===== config.mk =====
export PLATFORM = sky130hd
export DESIGN_NAME = multicycle_control
export DESIGN_NICKNAME = d
export VERILOG_FILES = /design/src/rtl/multicycle_control.sv
export SDC_FILE = /design/constraint.sdc
export NUM_CORES = 1
export LEC_CHECK = 0
export CAP_MARGIN = 20
export CORE_MARGIN = 8
export CORE_UTILIZATION = 45
export CTS_CLUSTER_DIAMETER = 30
export DETAILED_ROUTE_END_ITERATION = 12
export GPL_TIMING_DRIVEN = 0
export HOLD_SLACK_MARGIN = 0.02
export PLACE_DENSITY = 0.78
export SYNTH_ARGS = -nofsm -noshare
export SYNTH_HDL_FRONTEND = slang
export SYNTH_SLANG_ARGS = --single-unit

===== constraint.sdc =====
create_clock -name clk -period 2.3 [get_ports clk]
set_clock_uncertainty 0.05 [all_clocks]
set_input_delay 0.46 -clock clk [delete_from_list [all_inputs] [get_ports clk]]
set_output_delay 0.46 -clock clk [all_outputs]
set_load 0.005 [all_outputs]

===== src/rtl/multicycle_control.sv =====
// Multicycle RISC-V control FSM: sequences fetch/decode/execute/writeback and
// drives datapath selects and write enables for lw, sw, R/I-type ALU, beq/bne/bge and jal.
module multicycle_control #(
  parameter int ILLEGAL_HALT = 1
) (
  input  logic       clk,
  input  logic       rst_n,
  input  logic [6:0] op,
  input  logic [2:0] funct3,
  input  logic       funct7b5,
  input  logic       zero,
  output logic       PCWrite,
  output logic       AdrSrc,
  output logic       MemWrite,
  output logic       IRWrite,
  output logic       RegWrite,
  output logic [1:0] ResultSrc,
  output logic [1:0] ALUSrcA,
  output logic [1:0] ALUSrcB,
  output logic [2:0] ALUOp,
  output logic [1:0] ImmSrc,
  output logic       retire,
  output logic       illegal,
  output logic [3:0] state
);

  typedef enum logic [3:0] {
    FETCH    = 4'd0,
    DECODE   = 4'd1,
    MEMADR   = 4'd2,
    MEMREAD  = 4'd3,
    MEMWB    = 4'd4,
    MEMWRITE = 4'd5,
    EXECUTER = 4'd6,
    EXECUTEI = 4'd7,
    ALUWB    = 4'd8,
    BRANCH   = 4'd9,
    JAL      = 4'd10,
    HALT     = 4'd11
  } state_t;

  typedef struct packed {
    logic       pcwrite;
    logic       adrsrc;
    logic       memwrite;
    logic       irwrite;
    logic       regwrite;
    logic [1:0] resultsrc;
    logic [1:0] alusrca;
    logic [1:0] alusrcb;
    logic [2:0] aluop;
    logic       retire;
  } ctrl_t;

  localparam logic [6:0] OP_LW  = 7'b0000011;
  localparam logic [6:0] OP_SW  = 7'b0100011;
  localparam logic [6:0] OP_R   = 7'b0110011;
  localparam logic [6:0] OP_I   = 7'b0010011;
  localparam logic [6:0] OP_BR  = 7'b1100011;
  localparam logic [6:0] OP_JAL = 7'b1101111;

  localparam logic HALT_ON_ILL = (ILLEGAL_HALT != 0);

  function automatic logic [2:0] alu_dec(input logic [2:0] f3, input logic sub);
    case (f3)
      3'b000:  alu_dec = sub ? 3'b001 : 3'b000;
      3'b010:  alu_dec = 3'b101;
      3'b110:  alu_dec = 3'b011;
      3'b111:  alu_dec = 3'b010;
      default: alu_dec = 3'b000;
    endcase
  endfunction

  function automatic logic is_illegal(input logic [6:0] o, input logic [2:0] f3);
    case (o)
      OP_LW, OP_SW: is_illegal = (f3 != 3'b010);
      OP_BR:        is_illegal = !(f3 == 3'b000 || f3 == 3'b001 || f3 == 3'b101);
      OP_R, OP_I:   is_illegal = !(f3 == 3'b000 || f3 == 3'b010 ||
                                   f3 == 3'b110 || f3 == 3'b111);
      OP_JAL:       is_illegal = 1'b0;
      default:      is_illegal = 1'b1;
    endcase
  endfunction

  // Control word for the state about to be entered; registered so outputs
  // line up with state_q. Branch PCWrite is added combinationally from zero.
  function automatic ctrl_t ctrl_for(input state_t st, input logic [2:0] f3,
                                     input logic f7b5);
    ctrl_t c;
    c = '0;
    case (st)
      FETCH: begin
        c.irwrite   = 1'b1;
        c.pcwrite   = 1'b1;
        c.alusrcb   = 2'b10;
        c.resultsrc = 2'b10;
      end
      DECODE: begin
        c.alusrca = 2'b01;
        c.alusrcb = 2'b01;
      end
      MEMADR: begin
        c.alusrca = 2'b10;
        c.alusrcb = 2'b01;
      end
      MEMREAD:  c.adrsrc = 1'b1;
      MEMWB: begin
        c.resultsrc = 2'b01;
        c.regwrite  = 1'b1;
        c.retire    = 1'b1;
      end
      MEMWRITE: begin
        c.adrsrc   = 1'b1;
        c.memwrite = 1'b1;
        c.retire   = 1'b1;
      end
      EXECUTER: begin
        c.alusrca = 2'b10;
        c.alusrcb = 2'b00;
        c.aluop   = alu_dec(f3, f7b5);
      end
      EXECUTEI: begin
        c.alusrca = 2'b10;
        c.alusrcb = 2'b01;
        c.aluop   = alu_dec(f3, 1'b0);
      end
      ALUWB: begin
        c.regwrite = 1'b1;
        c.retire   = 1'b1;
      end
      BRANCH: begin
        c.alusrca = 2'b10;
        c.alusrcb = 2'b00;
        c.aluop   = 3'b001;
        c.retire  = 1'b1;
      end
      JAL: begin
        c.alusrca = 2'b01;
        c.alusrcb = 2'b10;
        c.pcwrite = 1'b1;
      end
      default: c = '0;
    endcase
    return c;
  endfunction

  state_t state_q, state_d;
  ctrl_t  ctrl_q, ctrl_d;
  logic   illegal_q, illegal_d;
  logic   ill_dec;
  logic   skip_retire;

  always_comb begin
    ill_dec = is_illegal(op, funct3);
    state_d = state_q;
    case (state_q)
      FETCH: state_d = DECODE;
      DECODE: begin
        if (ill_dec) begin
          state_d = HALT_ON_ILL ? HALT : FETCH;
        end else begin
          case (op)
            OP_LW, OP_SW: state_d = MEMADR;
            OP_R:         state_d = EXECUTER;
            OP_I:         state_d = EXECUTEI;
            OP_BR:        state_d = BRANCH;
            OP_JAL:       state_d = JAL;
            default:      state_d = FETCH;
          endcase
        end
      end
      MEMADR:                        state_d = (op == OP_SW) ? MEMWRITE : MEMREAD;
      MEMREAD:                       state_d = MEMWB;
      EXECUTER, EXECUTEI, JAL:       state_d = ALUWB;
      MEMWB, MEMWRITE, ALUWB, BRANCH: state_d = FETCH;
      HALT:                          state_d = HALT;
      default:                       state_d = FETCH;
    endcase
    ctrl_d    = ctrl_for(state_d, funct3, funct7b5);
    illegal_d = illegal_q | ((state_q == DECODE) & ill_dec);
  end

  always_ff @(posedge clk or negedge rst_n) begin
    if (!rst_n) begin
      state_q   <= FETCH;
      ctrl_q    <= ctrl_for(FETCH, 3'b000, 1'b0);
      illegal_q <= 1'b0;
    end else begin
      state_q   <= state_d;
      ctrl_q    <= ctrl_d;
      illegal_q <= illegal_d;
    end
  end

  // A skipped illegal instruction ends in DECODE, so its retire comes from op directly.
  assign skip_retire = !HALT_ON_ILL && (state_q == DECODE) && ill_dec;

  // Write enables are gated by rst_n so reset silences them immediately, while
  // the FETCH control word is already in place for the first edge after release.
  assign PCWrite   = rst_n & (ctrl_q.pcwrite | ((state_q == BRANCH) & zero));
  assign MemWrite  = rst_n & ctrl_q.memwrite;
  assign IRWrite   = rst_n & ctrl_q.irwrite;
  assign RegWrite  = rst_n & ctrl_q.regwrite;
  assign retire    = rst_n & (ctrl_q.retire | skip_retire);
  assign AdrSrc    = ctrl_q.adrsrc;
  assign ResultSrc = ctrl_q.resultsrc;
  assign ALUSrcA   = ctrl_q.alusrca;
  assign ALUSrcB   = ctrl_q.alusrcb;
  assign ALUOp     = ctrl_q.aluop;
  assign illegal   = illegal_q;
  assign state     = state_q;

  always_comb begin
    case (op)
      OP_SW:   ImmSrc = 2'b01;
      OP_BR:   ImmSrc = 2'b10;
      OP_JAL:  ImmSrc = 2'b11;
      default: ImmSrc = 2'b00;
    endcase
  end

endmodule

**Yosys cells after proc, flatten, opt, wreduce, memory -nomap -nowiden**

Index checks and enable logic that the tools add are counted.

- Register bits: 20
- Latch bits: 0
- Bits in writable memories: 0
- Bits in read-only memories: 0
- Bits of input ports: 14
- Output and inout bits: 22
- Logic and storage cells: 90
- Memories: 0

- Add/subtract/negate cells: 0
- $mul: 0
- Divide/modulo/power cells: 0
- Magnitude comparators: 0
- Eq/ne operators: 30
- Shift operators: 0
- Multiplexer cells: 19
- Bitwise logic cells: 9
- Reduce and logical (&&, ||, !) cells: 20

Operators with widths:

| operator | number |
|---|---|
| $eq A4 B3 Y1 const B | 6 |
| $eq A4 B4 Y1 const B | 6 |
| $pmux W4 S6 | 1 |
| $pmux W4 S5 | 1 |
| $pmux W3 S3 | 2 |
| $eq A4 B2 Y1 const B | 4 |
| $eq A7 B6 Y1 const B | 2 |
| $eq A7 B7 Y1 const B | 2 |
| $pmux W2 S2 | 3 |
| $pmux W3 S4 | 1 |
| $reduce_or A2 Y1 | 6 |
| $eq A3 B3 Y1 const B | 3 |
| $eq A4 B1 Y1 const B | 2 |
| $logic_not A4 Y1 | 2 |
| $reduce_or A4 Y1 | 2 |
| $and A1 B1 Y1 | 7 |
| $eq A7 B2 Y1 const B | 1 |
| $eq A7 B5 Y1 const B | 1 |
| $mux W1 | 7 |
| $pmux W2 S3 | 1 |
| $reduce_or A3 Y1 | 2 |
| $logic_or A1 B1 Y1 | 5 |
| $mux W4 | 1 |
| $pmux W1 S4 | 1 |
| other kinds (7) | 9 |

**Logic depth before layout (Yosys ltp)**

Gate-level depths: netlist (run 1).

- Depth in word-level cells: 11
- Depth in mapped cells: 9
- Depth with buffers taken out: 7

**Worst setup path before layout (run 1)**

Ideal clock, no wire load.

- Kind: input -> register
- Start: input op[6]
- End: register ctrl_q (netlist bit ALUSrcB[0])
- Setup time: 0.124 ns
- Data arrival time: 1.914 ns
- Required time: 2.126 ns
- Path slack: 0.212 ns
- Stages on the path: 7
- Path buffers: 1
- Cells stage by stage: buf_6 -> nor3_4 -> nand4_1 -> or4_4 -> o21ai_4 -> nor3_2 -> a211o_1

RTL lines:

| what | line | text |
|---|---|---|
| start: declaration | 8 | `input logic [6:0] op,` |
| end signal: assignment | 186 | `ctrl_q <= ctrl_for(FETCH, 3'b000, 1'b0);` |
| end signal: assignment | 190 | `ctrl_q <= ctrl_d;` |
| end: declaration | 148 | `ctrl_t ctrl_q, ctrl_d;` |

==> flow_metrics.tcl, run 1 <==
set metrics [dict create \
    status "finished, final reports clean" \
    dp_hpwl_mm 2.30 \
    finalCriticalPeriod_ns 2.28 \
    end_kind "register" \
    cp_slowest_cell "clkdlybuf4s50_1" \
    setup_violations 0 \
    floorplan.initialDensity 0.470 \
    rr_endpoint "ALUSrcB[0]" \
    dieArea_sq_um 4410 \
    die_h_microns 66.4 \
    hold_class "in2async" \
    antenna_found_initial 0 \
    p_switching_uw 677 \
    cp_cell_sequence "clkdlybuf4s50_1, nand2b_1, a311oi_1, o41ai_2, and2_1, buf_6, clkinv_2, nor3_2, a211o_1" \
    routedWlPerCell_microns 16.2 \
    crit_type "in2reg" \
    maxSlewViolCount 0 \
    start_kind "input port" \
    mostFrequentLayoutCells "clkdlybuf4s50_1 (25), buf_4 (19), dfrtp_1 (14)" \
    cp_max_fo 7 \
    swShare 0.378 \
    place_worst_setup_slack_ns -0.584 \
    slew_headroom 0.691 \
    synth_seq_cells 19 \
    clkPwrFrac 0.094 \
    whs_ns 0.0504 \
    finalCritPeriodShare 0.992 \
    clkLatencyLatePin_ns 0.29 \
    finalWeightedCongestion 0.827 \
    track_usage 0.144 \
    clock-root-buffer "clkbuf_4" \
    dp_cells 182 \
    syn_area_sq_um 1140 \
    pwr-share-seq 0.313 \
    synth_async_sr_flop_share 1.00 \
    reg2reg_from "state[2]" \
    drt_wl_total_mm 3.15 \
    fill_cells 218 \
    tightestPinTransition_ns 0.463 \
    synth-main-ff-cell "dfrtp_1" \
    cts_buffers 3 \
    crit_family "compound AO/OA/AOI/OAI gates" \
    syn_nets 132 \
    clock_sinks 19 \
    total_power_uw 1790 \
    max_freq_mhz 438 \
    drt_iter0_markers 62 \
    reg2regPathDepth 6 \
    htree_levels 1 \
    finalSetupTns_ns 0 \
    io_pins 36 \
    avgSynthCellArea_sq_um 9.69 \
    worst_path_largest_cell_delay_ns 0.56 \
    portBuffers 34 \
    diodes 0 \
    viasPerCell 5.60 \
    grt_max_degree 25 \
    cts_max_path_buffers 2 \
    p_leak_uw 0.000720 \
    yosysWarnings 0 \
    grt_pass1_wl_mm 5.00 \
    final_common_cell "clkdlybuf4s50_1" \
    wl_met1_mm 1.28 \
    core_sq_um 2430 \
    arrival_ns 2.41 \
    path_buf_inv 3 \
    grt_pass1_vias 1106 \
    final_nets 179 \
    num_rows 18 \
    combPwrFrac 0.593 \
    power.density_nw_per_um2 1090 \
    drive_gt1_frac 0.305 \
    yosysUniqueCellTypes 46 \
    highest_layer "met4" \
    die_x_microns 66.4 \
    r2r_slack_ns 0.19 \
    drtAntennaViolNets 0 \
    synth_seq_area_share 0.419 \
    dr.pass1.iters 4 \
    setup_ws_ns 0.0177 \
    met3WireLength_microns 207 \
    clk_transition_reported_paths_ns 0.11 \
    vias 1087 \
    synth-edff-count 0 \
    hold_viol 0 \
    finalNonFillerCells 194 \
    met2_length_mm 1.60 \
    drc_errors 0 \
    required_ns 2.43 \
    grt_overflow 0 \
    area_growth_pct 43.2 \
    internal_power_uw 1110 \
    ir_drop_v 0.000717 \
    synth_cells 118 \
    cts_tree "done" \
    cap_violations 0 \
]
[cells in the mapped netlist (2+ instances only)]
cell / number / area (sq um)
and3_2: 2 / 15.0
and2_1: 5 / 31.3
nand4_1: 2 / 12.5
buf_6: 2 / 22.5
inv_1: 4 / 15.0
nand2_1: 10 / 37.5
a31o_2: 3 / 26.3
o21a_1: 2 / 15.0
nor4_1: 2 / 12.5
a311oi_1: 2 / 17.5
dfstp_2: 3 / 78.8
clkbuf_1: 3 / 11.3
dfrtp_1: 16 / 400
nor2_1: 7 / 26.3
a21oi_1: 3 / 15.0
nor2b_1: 2 / 12.5
nand2b_1: 5 / 31.3
nor3_1: 8 / 40.0
o21ai_0: 2 / 10.0
buf_4: 9 / 67.6
[sequential cells by signal, summed over array words and instances (netlist names)]
register	flops
ALUOp	3
ALUSrcA	2
ALUSrcB	2
AdrSrc	1
ResultSrc	1
ctrl_q	5
illegal	1
state	4
[power groups by stage]
stage / logic (uW) / registers, uW / clock network (uW)
2_1_floorplan: 608 / 521 / 0
5_1_grt: 1150 / 575 / 188
4_1_cts: 1050 / 537 / 170
3_5_place_dp: 955 / 535 / 0
6_report: 1060 / 561 / 169
3_3_place_gp: 938 / 526 / 0
[metal layers]
metal,track usage,up-vias
li1,-,511
met1,0.159,519
met2,0.253,51
met3,0.0271,6
met4,0.0747,0
met5,0,-
[cell type report]
class                      count  area, sq um  area share
timing repair buffer          44          398       0.243
tap                           30         37.5      0.0229
clock buffer                   4         26.3      0.0160
sequential                    19          482       0.294
inverter                       5         20.0      0.0122
buffer                        12         93.8      0.0573
multi-input combinational     80          581       0.354
[per-stage QoR]
step	utilization	area, sq um
6_report	0.673	1640
5_1_grt	0.673	1640
4_1_cts	0.664	1620
3_5_place_dp	0.626	1520
3_3_place_gp	0.626	1520
2_1_floorplan	-	1140
[cells by family after synthesis]
group,after synthesis,share of synthesized area
muxes,1,0.00875
buffers and inverters,19,0.106
and+or+nand+nor,52,0.267
AOI/OAI and AO/OA,25,0.184
DFF,19,0.419
xor gates and xnor gates,2,0.0153
[worst max path at each step]
stage / from / endpoint / cells past startpoint / slack [ns]
final: funct3[0] / ALUSrcB[0] / 9 / 0.02
after global routing: op[3] / ALUSrcB[0] / 8 / -0.006
after CTS: op[4] / ImmSrc[1] / 5 / 0.01
after detailed placement: rst_n / MemWrite / 3 / -0.58
after global placement: rst_n / MemWrite / 3 / -0.49
after floorplan: op[6] / ALUSrcB[0] / 7 / 0.21
[what timing repair did]
action | in CTS | in global routing
endpoints found under the setup margin | 14 | 9
resized for setup | 18 | 9
buffers inserted | 8 | 2
cloned | 0 | 0
pin swaps | 1 | 2
hold buffers | 0 | 0
No activity file was read; power rests on OpenSTA's default activity.
==> run 2, diff against run 1 <==
==> constraint.sdc (replaced) <==
create_clock -name clk -period 2.88 [get_ports clk]
set_clock_uncertainty 0.05 [all_clocks]
set_input_delay 0.576 -clock clk [delete_from_list [all_inputs] [get_ports clk]]
set_output_delay 0.576 -clock clk [all_outputs]
set_load 0.005 [all_outputs]
==> run 2 against run 1 <==
Net effect:
- power decreased by 26%
- register-to-register slack improved by 0.48 ns
- global-route usage decreased by 0.45 points
- critical path depth decreased by 4
- non-clock buffer count decreased by 8
- hold slack improved by 0.13 ns
- combinational power decreased by 27%
- highest routed layer unchanged
- critical endpoint is now ImmSrc[1]
- clock power decreased by 18%
==> flow_metrics.tcl, run 2 (synthesized netlist as in run 1, its figures left out) <==
set metrics [dict create \
    mostFrequentLayoutCells "clkdlybuf4s50_1 (32), dfrtp_1 (16), nand2_1 (10)" \
    final_nets 171 \
    arrival_ns 2.19 \
    drtAntennaViolNets 0 \
    drive_gt1_frac 0.212 \
    htree_levels 1 \
    p_switching_uw 515 \
    max_freq_mhz 355 \
    finalCritPeriodShare 0.977 \
    finalCriticalPeriod_ns 2.81 \
    track_usage 0.139 \
    dieArea_sq_um 4410 \
    area_growth_pct 36.1 \
    drt_iter0_markers 51 \
    cts_tree "done" \
    crit_family "buffers and inverters" \
    drt_wl_total_mm 3.02 \
    end_kind "primary output" \
    ir_drop_v 0.000485 \
    cts_max_path_buffers 2 \
    finalSetupTns_ns 0 \
    diodes 0 \
    cp_cell_sequence "clkdlybuf4s50_1, nor2b_4, nor2b_4, and3_2, clkdlybuf4s50_1" \
    required_ns 2.25 \
    path_buf_inv 2 \
    routedWlPerCell_microns 16.2 \
    hold_class "in2async" \
    clkLatencyLatePin_ns 0.30 \
    holdBufCountCts 0 \
    post_cts_buffers 0 \
    setup_violations 0 \
    vias 1057 \
    grt_max_degree 25 \
    die_h_microns 66.4 \
    cts_buffers 3 \
    dp_hpwl_mm 2.30 \
    finalWeightedCongestion 0.827 \
    io_pins 36 \
    max_flop_register "ctrl_q" \
    status "finished, final reports clean" \
    swShare 0.387 \
    worst_path_largest_cell_delay_ns 0.52 \
    start_kind "input port" \
    crit_type "in2out" \
    grt_pass1_wl_mm 4.84 \
    num_rows 18 \
    cp_max_fo 4 \
    clkPwrFrac 0.104 \
    rsz0062_at_grt "no" \
    portBuffers 34 \
    clock-root-buffer "clkbuf_4" \
    clk_transition_reported_paths_ns 0.11 \
    cp_slowest_cell "clkdlybuf4s50_1" \
    internal_power_uw 815 \
    slew_headroom 0.649 \
    drc_errors 0 \
    largest_reg_flops 5 \
    pwr-share-seq 0.317 \
    hold_viol 0 \
    cap_violations 0 \
    dr.pass1.iters 4 \
    maxSlewViolCount 0 \
    final_common_cell "clkdlybuf4s50_1" \
    p_leak_uw 0.000659 \
    floorplan.initialDensity 0.470 \
    final_util 0.640 \
    core_sq_um 2430 \
    grt_overflow 0 \
    die_x_microns 66.4 \
    grt_pass1_vias 1059 \
    combPwrFrac 0.580 \
    power.density_nw_per_um2 855 \
    viasPerCell 5.68 \
    tightestPinTransition_ns 0.526 \
    clock_sinks 19 \
    antenna_found_initial 0 \
]
[run 2: path summary, 6_finish.rpt]
path,startpoint,end,slack (ns),cells past startpoint
hold / removal,rst_n,state[1],0.18,1
setup reg to reg,state[2],ALUSrcB[0],0.67,7
hold reg to reg,illegal,illegal,0.46,1
min in group clk,illegal,illegal,0.46,1
setup / recovery,op[5],ImmSrc[1],0.07,5
max in group asynchronous,rst_n,ALUSrcB[1],2.24,1
[run 2: layout make-up]
cell class	instances	area, sq um
buffer	14	101
clock buffer	4	26.3
fill	224	876
inverter	5	20.0
multi-input combinational	80	558
sequential	19	479
tap	30	37.5
timing repair buffer	34	334
[run 2: power groups by stage]
| stage | Combinational, uW | Clock, uW | Sequential (uW) |
|---|---|---|---|
| final | 772 | 138 | 421 |
| after global routing | 847 | 152 | 431 |
| after detailed placement | 762 | 0 | 427 |
| after CTS | 770 | 136 | 422 |
| after floorplan | 485 | 0 | 416 |
| after global placement | 749 | 0 | 420 |
[run 2: repair_timing]
action | in CTS | in global routing
resized for setup | 4 | 4
pin swaps | 0 | 0
endpoints found under the setup margin | 7 | 7
hold endpoints to repair | 0 | 0
[run 2: metal layers]
metal,wire length (microns),track usage,up-vias
li1,-,-,500
met1,1240,0.150,508
met3,194,0.0322,8
met2,1510,0.246,41
met5,0,0,-
met4,78,0.0720,0
[run 2: stage by stage]
stage	cells	worst slack, ns	area [sq um]	hold WS (ns)	total power, uW
6_report	186	0.0662	1560	0.179	1330
5_1_grt	186	0.00369	1560	0.203	1430
4_1_cts	186	0.00824	1550	0.453	1330
3_5_place_dp	182	-0.236	1520	0.429	1190
3_3_place_gp	182	-0.143	1520	0.411	1170
2_1_floorplan	118	0.676	1140	0.230	901
==> run 3, diff against run 2 <==
--- a/config.mk
+++ b/config.mk
@@ -8,7 +8,6 @@
 export CAP_MARGIN = 20
 export CORE_MARGIN = 8
 export CORE_UTILIZATION = 45
-export CTS_CLUSTER_DIAMETER = 30
 export DETAILED_ROUTE_END_ITERATION = 12
 export GPL_TIMING_DRIVEN = 0
 export HOLD_SLACK_MARGIN = 0.02
==> results of run 3 <==
No change in the layout: final DEF, timing and power equal those of run 2.
